--- src/rtl/truth_table_sweeper_pkg.sv ---
// Shared definitions for the truth-table sweeper: FSM state set, table-width
// derivation and the supported parameter limits.
package truth_table_sweeper_pkg;

  typedef enum logic [1:0] {
    IDLE  = 2'd0,
    APPLY = 2'd1,
    DONE  = 2'd2
  } state_e;

  localparam int N_IN_MAX   = 6;
  localparam int SETTLE_MAX = 255;

  // Truth-table width for an n-input circuit.
  function automatic int tt_width(input int n);
    return 1 << n;
  endfunction

endpackage

--- src/rtl/truth_table_sweeper_priority_encoder.sv ---
// Lowest-set-bit priority encoder over a truth-table-wide mask; reports the
// bit index and whether any bit is set (index is 0 when none are).
module tt_priority_encoder
  import truth_table_sweeper_pkg::*;
#(
  parameter int N_IN = 4,
  localparam int TT_W = tt_width(N_IN)
) (
  input  logic [TT_W-1:0] mask,
  output logic [N_IN-1:0] idx,
  output logic            any
);

  always_comb begin
    // NOTE: defaults first so no path leaves idx/any unassigned (no latch);
    // blocking assignments let the downward scan end on the lowest set bit.
    idx = '0;
    any = 1'b0;
    for (int i = TT_W - 1; i >= 0; i--) begin
      if (mask[i]) begin
        idx = N_IN'(i);
        any = 1'b1;
      end
    end
  end

endmodule

--- src/rtl/truth_table_sweeper.sv ---
// Sweeps every input vector into a small combinational circuit, samples its
// output after a settle delay and compares the recovered table to an expected ID.
module truth_table_sweeper
  import truth_table_sweeper_pkg::*;
#(
  parameter int N_IN          = 4,
  parameter int SETTLE_CYCLES = 2,
  localparam int TT_W = tt_width(N_IN)
) (
  input  logic            clk,
  input  logic            rst,
  input  logic            start,
  input  logic [TT_W-1:0] expected,
  output logic [N_IN-1:0] stim,
  input  logic            resp,
  output logic            busy,
  output logic            done,
  output logic [TT_W-1:0] result,
  output logic            match,
  output logic [TT_W-1:0] mismatch_mask,
  output logic [N_IN-1:0] fail_idx
);

  localparam logic [1:0]    S_IDLE   = IDLE;
  localparam logic [1:0]    S_APPLY  = APPLY;
  localparam logic [1:0]    S_DONE   = DONE;
  localparam logic [7:0]    SETTLE   = 8'(SETTLE_CYCLES);
  localparam logic [N_IN:0] LAST_IDX = (N_IN + 1)'(TT_W - 1);

  logic [1:0]      state;
  logic [N_IN:0]   idx;
  logic [7:0]      cnt;
  logic [TT_W-1:0] exp_q;
  logic [TT_W-1:0] tt_q;
  logic [TT_W-1:0] tt_next;
  logic [TT_W-1:0] mask_next;
  logic [N_IN-1:0] enc_idx;
  logic            enc_any;

  // Table as it will look once the current sample lands; the final vector's
  // bit must be included when the results are published on entry to DONE.
  always_comb begin
    tt_next = tt_q;
    tt_next[idx[N_IN-1:0]] = resp;
  end

  assign mask_next = tt_next ^ exp_q;

  tt_priority_encoder #(.N_IN(N_IN)) u_fail_enc (
    .mask (mask_next),
    .idx  (enc_idx),
    .any  (enc_any)
  );

  // Decoded from state so an asynchronous reset clears them immediately.
  assign stim = (state == S_APPLY) ? idx[N_IN-1:0] : '0;
  assign busy = (state == S_APPLY);
  assign done = (state == S_DONE);

  // NOTE: sequential state uses non-blocking assignments only; the table is
  // small flop storage, so it is reset with everything else.
  always_ff @(posedge clk or posedge rst) begin
    if (rst) begin
      state         <= S_IDLE;
      idx           <= '0;
      cnt           <= '0;
      exp_q         <= '0;
      tt_q          <= '0;
      result        <= '0;
      match         <= 1'b0;
      mismatch_mask <= '0;
      fail_idx      <= '0;
    end else begin
      case (state)
        S_IDLE: begin
          if (start) begin
            exp_q <= expected;
            tt_q  <= '0;
            idx   <= '0;
            cnt   <= SETTLE;
            state <= S_APPLY;
          end
        end
        S_APPLY: begin
          if (cnt != 8'd0) begin
            cnt <= cnt - 8'd1;
          end else begin
            tt_q <= tt_next;
            if (idx == LAST_IDX) begin
              result        <= tt_next;
              mismatch_mask <= mask_next;
              match         <= ~enc_any;
              fail_idx      <= enc_idx;
              state         <= S_DONE;
            end else begin
              idx <= idx + 1'b1;
              cnt <= SETTLE;
            end
          end
        end
        S_DONE:  state <= S_IDLE;
        default: state <= S_IDLE;
      endcase
    end
  end

endmodule
--- config.mk ---
export PLATFORM = sky130hd
export DESIGN_NAME = truth_table_sweeper
export DESIGN_NICKNAME = d
export VERILOG_FILES = /design/src/rtl/truth_table_sweeper_pkg.sv /design/src/rtl/truth_table_sweeper_priority_encoder.sv /design/src/rtl/truth_table_sweeper.sv
export SDC_FILE = /design/constraint.sdc
export NUM_CORES = 1
export LEC_CHECK = 0
export CORE_ASPECT_RATIO = 0.75
export CORE_UTILIZATION = 40
export CTS_CLUSTER_DIAMETER = 120
export DETAILED_ROUTE_END_ITERATION = 12
export PLACE_DENSITY_LB_ADDON = 0.08
export SYNTH_ARGS = -nofsm -noshare
export SYNTH_HDL_FRONTEND = slang
export SYNTH_SLANG_ARGS = --single-unit
export TNS_END_PERCENT = 5
--- constraint.sdc ---
create_clock -name clk -period 3.09 [get_ports clk]
set_input_delay 0.618 -clock clk [delete_from_list [all_inputs] [get_ports clk]]
set_output_delay 0.618 -clock clk [all_outputs]
set_load 0.02 [all_outputs]
==> results of run 1 <==
layout make-up:
type | count | area, sq um | area share [%]
clock buffers | 13 | 270 | 5.27
clock inverters | 3 | 43.8 | 0.853
inverters | 12 | 46.3 | 0.902
multi-input cells | 303 | 1800 | 35.0
flip-flops and latches | 84 | 2100 | 41.0
well taps | 132 | 165 | 3.22
repair buffers | 72 | 708 | 13.8
layout by cell type, fill, tap and decap left out, types with 2 or more instances in the layout:
cell	instances
nand2_1	87
dfrtp_1	84
clkdlybuf4s50_1	62
o21ai_1	28
o21ai_0	25
nor2_1	22
a21oi_1	16
mux2i_1	16
xnor2_1	15
nand3_1	12
xor2_1	11
inv_1	9
mux2_2	9
clkbuf_16	9
buf_4	9
nand3b_1	8
ha_1	7
and2_1	4
nor4_1	4
nor3b_1	4
o22ai_1	4
nor2b_1	4
or3_1	3
o31ai_1	3
nor3_1	3
clkbuf_8	3
nand4_1	2
clkinv_2	2
stage by stage:
stage,hold WS (ns),instances,worst slack (ns)
4_1_cts,0.493,619,0.438
3_5_place_dp,0.475,603,0.299
2_1_floorplan,0.465,420,0.307
3_3_place_gp,0.468,603,0.308
5_1_grt,0.511,619,0.187
6_report,0.486,619,0.468
kinds of logic (layout without fill, tap and decap cells):
kind of cell / Yosys count / after routing / share of synthesized area [%]
and+or+nand+nor: 158 / 158 / 18.2
AOI/OAI and AO/OA: 87 / 87 / 12.0
DFF: 84 / 84 / 52.1
buffers and inverters: 33 / 100 / 3.47
xor gates and xnor gates: 26 / 26 / 5.64
muxes: 25 / 25 / 6.48
adders and majority gates: 7 / 7 / 2.17
sequential cells by signal (all words and copies together) (netlist names):
signal,flops
cnt,8
exp_q,16
fail_idx,4
idx,5
match,1
mismatch_mask,16
result,16
state,2
tt_q,16
power breakdown:
part | internal [mW] | switching, mW
clock network | 0.693 | 0.437
registers | 1.27 | 0.190
logic | 0.479 | 0.705
worst reg2reg max path, cell delays in order, from the launching register on:
cell,delay (ns)
dfrtp_1,0.41
inv_1,0.13
ha_1,0.32
nor3b_1,0.34
mux2i_1,0.39
xor2_1,0.32
nand2_1,0.11
nor2_1,0.18
nand3_1,0.10
o31ai_1,0.19
metal layers:
layer	global-route usage (%)	routed length, um
met1	31.5	5470
met2	31.2	4310
met3	5.87	445
met4	5.13	75
met5	0	0
worst max path at each step:
stage / end / startpoint / cells past startpoint / slack [ns]
after CTS: stim[3] / state[1] / 4 / 0.44
after global placement: match / resp / 8 / 0.31
final: stim[3] / state[1] / 4 / 0.47
after floorplan: cnt[0] / rst / 1 / 0.31
after detailed placement: match / resp / 8 / 0.30
after global routing: match / idx[1] / 9 / 0.19
==> run metrics, run 1 <==
status=finished, final reports clean; peak per-stage delay on the critical path=~0.53 ns; sequential-to-total area share from yosys stat=around 52%; most frequent cell after synthesis=nand2_1; Num CTS Buffers=9; design area=roughly 0.005 sq mm; post-route ant nets=0; vias in the first global route=approximately 3200; Power Dens Cells=roughly 740 mW/mm^2; max-slew violations=0; Max FO, Critical Path=10; RSZ-0062 raised after global routing=no; vias=around 3200; Post-Syn Area=roughly 0.004 sq mm; share of synthesized registers carrying an async set or reset=between 90% and 100%; Die ar.=approximately 0.011 sq mm; largest net degree at the start of global routing=42; f_max=~0.38 GHz; CP required=around 2.5 ns; critical-path cell list=nand2b_1 > clkinv_1 > and2_1 > clkdlybuf4s50_1; post-route setup TNS=0 ns; Max-Cap Viols=0; Reg2Reg Setup Slack=about 0.51 ns; gpl congestion=between 0.7 and 0.8; largest area contributor in the netlist=dfrtp_1; die width=around 120 um; Synth Instances=420; clock buffer depth=2; Main synth FF type=dfrtp_1; setup violators final=0; TritonCTS clock tree=done; Boundary Pins=63; Mean Syn Cell Area=between 9 and 10 sq um; initial antenna violation count=0; slowest stage cell on the critical path=clkdlybuf4s50_1; r2r worst-path depth=9; Core Util, Final=between 50% and 60%; final net count=about 500; Setup Fix Bufs, Post-CTS=0; hold endpoint=mismatch_mask[10]; synth unique cells=45; CP Class=reg -> out; most frequent cells after synthesis=nand2_1 (87), dfrtp_1 (84), o21ai_1 (28); clk_lat worst skew=0.34 ns; Vias/cell=around 5.2; FILL cells=roughly 900; path type of the worst min-delay path=reg -> reg; # hold bufs at CTS=0; r2r endpoint=match; Yosys reg bits=84; total chip power=about 3.8 mW; syn_nets=447; Yosys warning count=0; CP arrival=about 2.0 ns; gr usage total=21.4%; CTS root buf=clkbuf_16; min-delay src=mismatch_mask[10]; Remaining Overflow, GRT=0; CTS H-tree lvls=3; DR pass1 iterations=5; Core Area=~0.0097 sq mm; Worst setup EP type=output pin; Cells on Worst Hold Path=2; Initial DRC Count=between 200 and 250; Die H=between 80 and 90 um; # DRC=0; # diodes=0; first-pass GRT wire length=approximately 17000 um; Worst setup SP type=flop; post-cts gate resize count=0; Post-DP HPWL=~7000 um; Rows=31; share of cells above drive strength 1=approximately 8%; clock skew=a little over 0.006 ns; peak supply drop=0.280 mV; final worst path period need=about 2.6 ns; EDFF count, synth=0; Placed Area=0.00482 sq mm; r2r startpoint=idx[1]; Leak Pwr=roughly 2.3 nW; Detailed Route WL=about 10000 um; CP Buf/Inv Count=2; part of the cycle the worst path needs=between 80% and 90%; WL/cell=16.6 um; clock-pin transition on the worst setup and hold timing paths=0.06 ns; # port buffers=62; Initial Util=approximately 41%; Synth top area share=a little over half; Top Family by Delay on Critical Path=buffers and inverters; Worst slew margin=44.5%; clk sink count=84; Slew @ Worst Pin=about 0.83 ns; area grow syn2layout=27.1%; final hold vios=0; Synth area leaders=dfrtp_1 (52%), nand2_1 (8.1%), mux2i_1 (4.0%), o21ai_1 (3.5%), xnor2_1 (3.3%)
(Power assumes the default switching activity.)
==> run 2, diff against run 1 <==
Clock period 3.09 ns to 2.7 ns, I/O delays scaled along.
==> run metrics, run 2 (same netlist as run 1, synthesis figures left out) <==
Setup WS pre-CTS=0.0621 ns (-0.237 ns); vias=3250 (+1.8%); TritonCTS clock tree=done; # diodes=0 (unchanged); Die H=89.0 um (unchanged); gpl congestion=0.808 (+1.3%); RSZ-0062 raised after global routing=no; initial antenna violation count=0 (unchanged); status=finished, final reports clean; r2r startpoint=idx[0]; DR pass1 iterations=4 (-1); hold endpoint=result[7]; WL/cell=16.2 um (-2.9%); Die ar.=0.0105 sq mm (unchanged); design area=0.00524 sq mm (+2.0%); Slew @ Worst Pin=0.779 ns (-0.0525 ns); final net count=524 (+2.9%); Worst slew margin=48.0% (+3.5 points); Num CTS Buffers=9 (unchanged); r2r worst-path depth=9 (unchanged); most frequent cells in the layout=nand2_1 (87), dfrtp_1 (84), clkdlybuf4s50_1 (62), o21ai_1 (28), o21ai_0 (25); clock buffer depth=2 (unchanged); CP arrival=2.75 ns (+0.75 ns); Boundary Pins=63 (unchanged); Leak Pwr=2.39 nW (+2.1%); gr usage total=20.8% (-0.59 points); die width=118 um (unchanged); Placed Area=0.00493 sq mm (+2.4%); CTS root buf=clkbuf_16; vias in the first global route=3185 (+0.95%); share of cells above drive strength 1=11.2% (+3.1 points); post-route ant nets=0 (unchanged); Remaining Overflow, GRT=0 (unchanged); clk_lat worst skew=0.34 ns (about the same); setup violators final=0 (unchanged); CTS H-tree lvls=3 (unchanged); Power Dens Cells=835 mW/mm^2 (+13%); Initial DRC Count=192 (-10%); clock skew=0.00397 ns (-0.00217 ns); Rows=31 (unchanged); min-delay src=result[7]; final hold vios=0 (unchanged); part of the cycle the worst path needs=92.4%; Cells on Worst Hold Path=2 (unchanged); Post-DP HPWL=7280 um (+0.96%); Max FO, Critical Path=6 (-4); commonest non-fill, non-tap cell in the layout=nand2_1; # DRC=0 (unchanged); Detailed Route WL=10200 um (-0.58%); path type of the worst min-delay path=reg -> reg; Worst setup EP type=flop; post-route setup TNS=0 ns (unchanged); final worst path period need=around 2.5 ns; f_max=around 0.4 GHz; peak supply drop=0.288 mV (+2.8%); Core Util, Final=53.8% (+1.1 points); Reg2Reg Setup Slack=0.20 ns (-0.31 ns); first-pass GRT wire length=16700 um (-2.2%); area grow syn2layout=29.7%; Max-Cap Viols=0 (unchanged); Worst setup SP type=flop; clk sink count=84 (unchanged); r2r endpoint=fail_idx[2]; CP required=2.96 ns (+0.49 ns); Initial Util=41.5% (unchanged); total chip power=4.37 mW (+16%); # port buffers=62 (unchanged); largest net degree at the start of global routing=85 (+100%); CP Class=reg -> reg; Core Area=0.00974 sq mm (unchanged); Vias/cell=5.13 (-0.59%); final worst-path setup slack=0.204 ns (-0.264 ns); # hold bufs at CTS=0 (unchanged); clock-pin transition on the worst setup and hold timing paths=0.06 ns (about the same); max-slew violations=0 (unchanged)
==> run 2: cell type report <==
class / instances / area (sq um)
Clock buffer: 14 / 244
Clock inverter: 2 / 35.0
Fill cell: 878 / 4500
Inverter: 12 / 52.6
Multi-Input combinational cell: 303 / 1820
Sequential cell: 84 / 2100
Tap cell: 132 / 165
Timing Repair Buffer: 87 / 821
==> run 2: layer usage <==
layer | part of all wire [%] | GRT usage, %
met1 | 53 | 29.8
met2 | 42 | 31.4
met3 | 3.9 | 4.46
met4 | 1.5 | 7.58
met5 | 0 | 0
==> run 2: where the power goes <==
group	internal (mW)	total (mW)	switching [mW]	leakage, nW
clock	0.717	1.19	0.469	0.135
sequential	1.46	1.68	0.223	0.969
combinational	0.660	1.50	0.844	1.28
==> run 2: timing repair <==
| item | 4_1_cts | 5_1_grt |
|---|---|---|
| setup endpoints to repair | 0 | 5 |
| resized for setup | 0 | 7 |
| setup buffers | 0 | 0 |
==> run 2: worst max path at each step <==
stage                             end  depth (start not counted)  startpoint  slack (ns)
after floorplan              tt_q[10]                          8      cnt[2]        0.55
after global placement    fail_idx[1]                          8        resp        0.13
after detailed placement  fail_idx[0]                          7        resp        0.06
after CTS                     stim[2]                          4    state[1]        0.05
after global routing            match                          9      idx[0]       0.006
final                     fail_idx[2]                          9      idx[0]        0.20
==> run 2: through the flow <==
| step | hold slack [ns] | instances |
|---|---|---|
| 3_3_place_gp | 0.469 | 618 |
| 4_1_cts | 0.495 | 634 |
| 6_report | 0.488 | 634 |
| 3_5_place_dp | 0.479 | 618 |
| 5_1_grt | 0.521 | 634 |
| 2_1_floorplan | 0.465 | 420 |
==> run 2: critical path, stage by stage (launching register included) <==
cell      delay [ns]
dfrtp_1         0.42
inv_1           0.16
ha_1            0.31
nand3b_1        0.15
mux2i_1         0.29
xnor2_1         0.20
nor4_2          0.44
a21boi_0        0.22
o21ai_0         0.08
o21ai_0         0.14
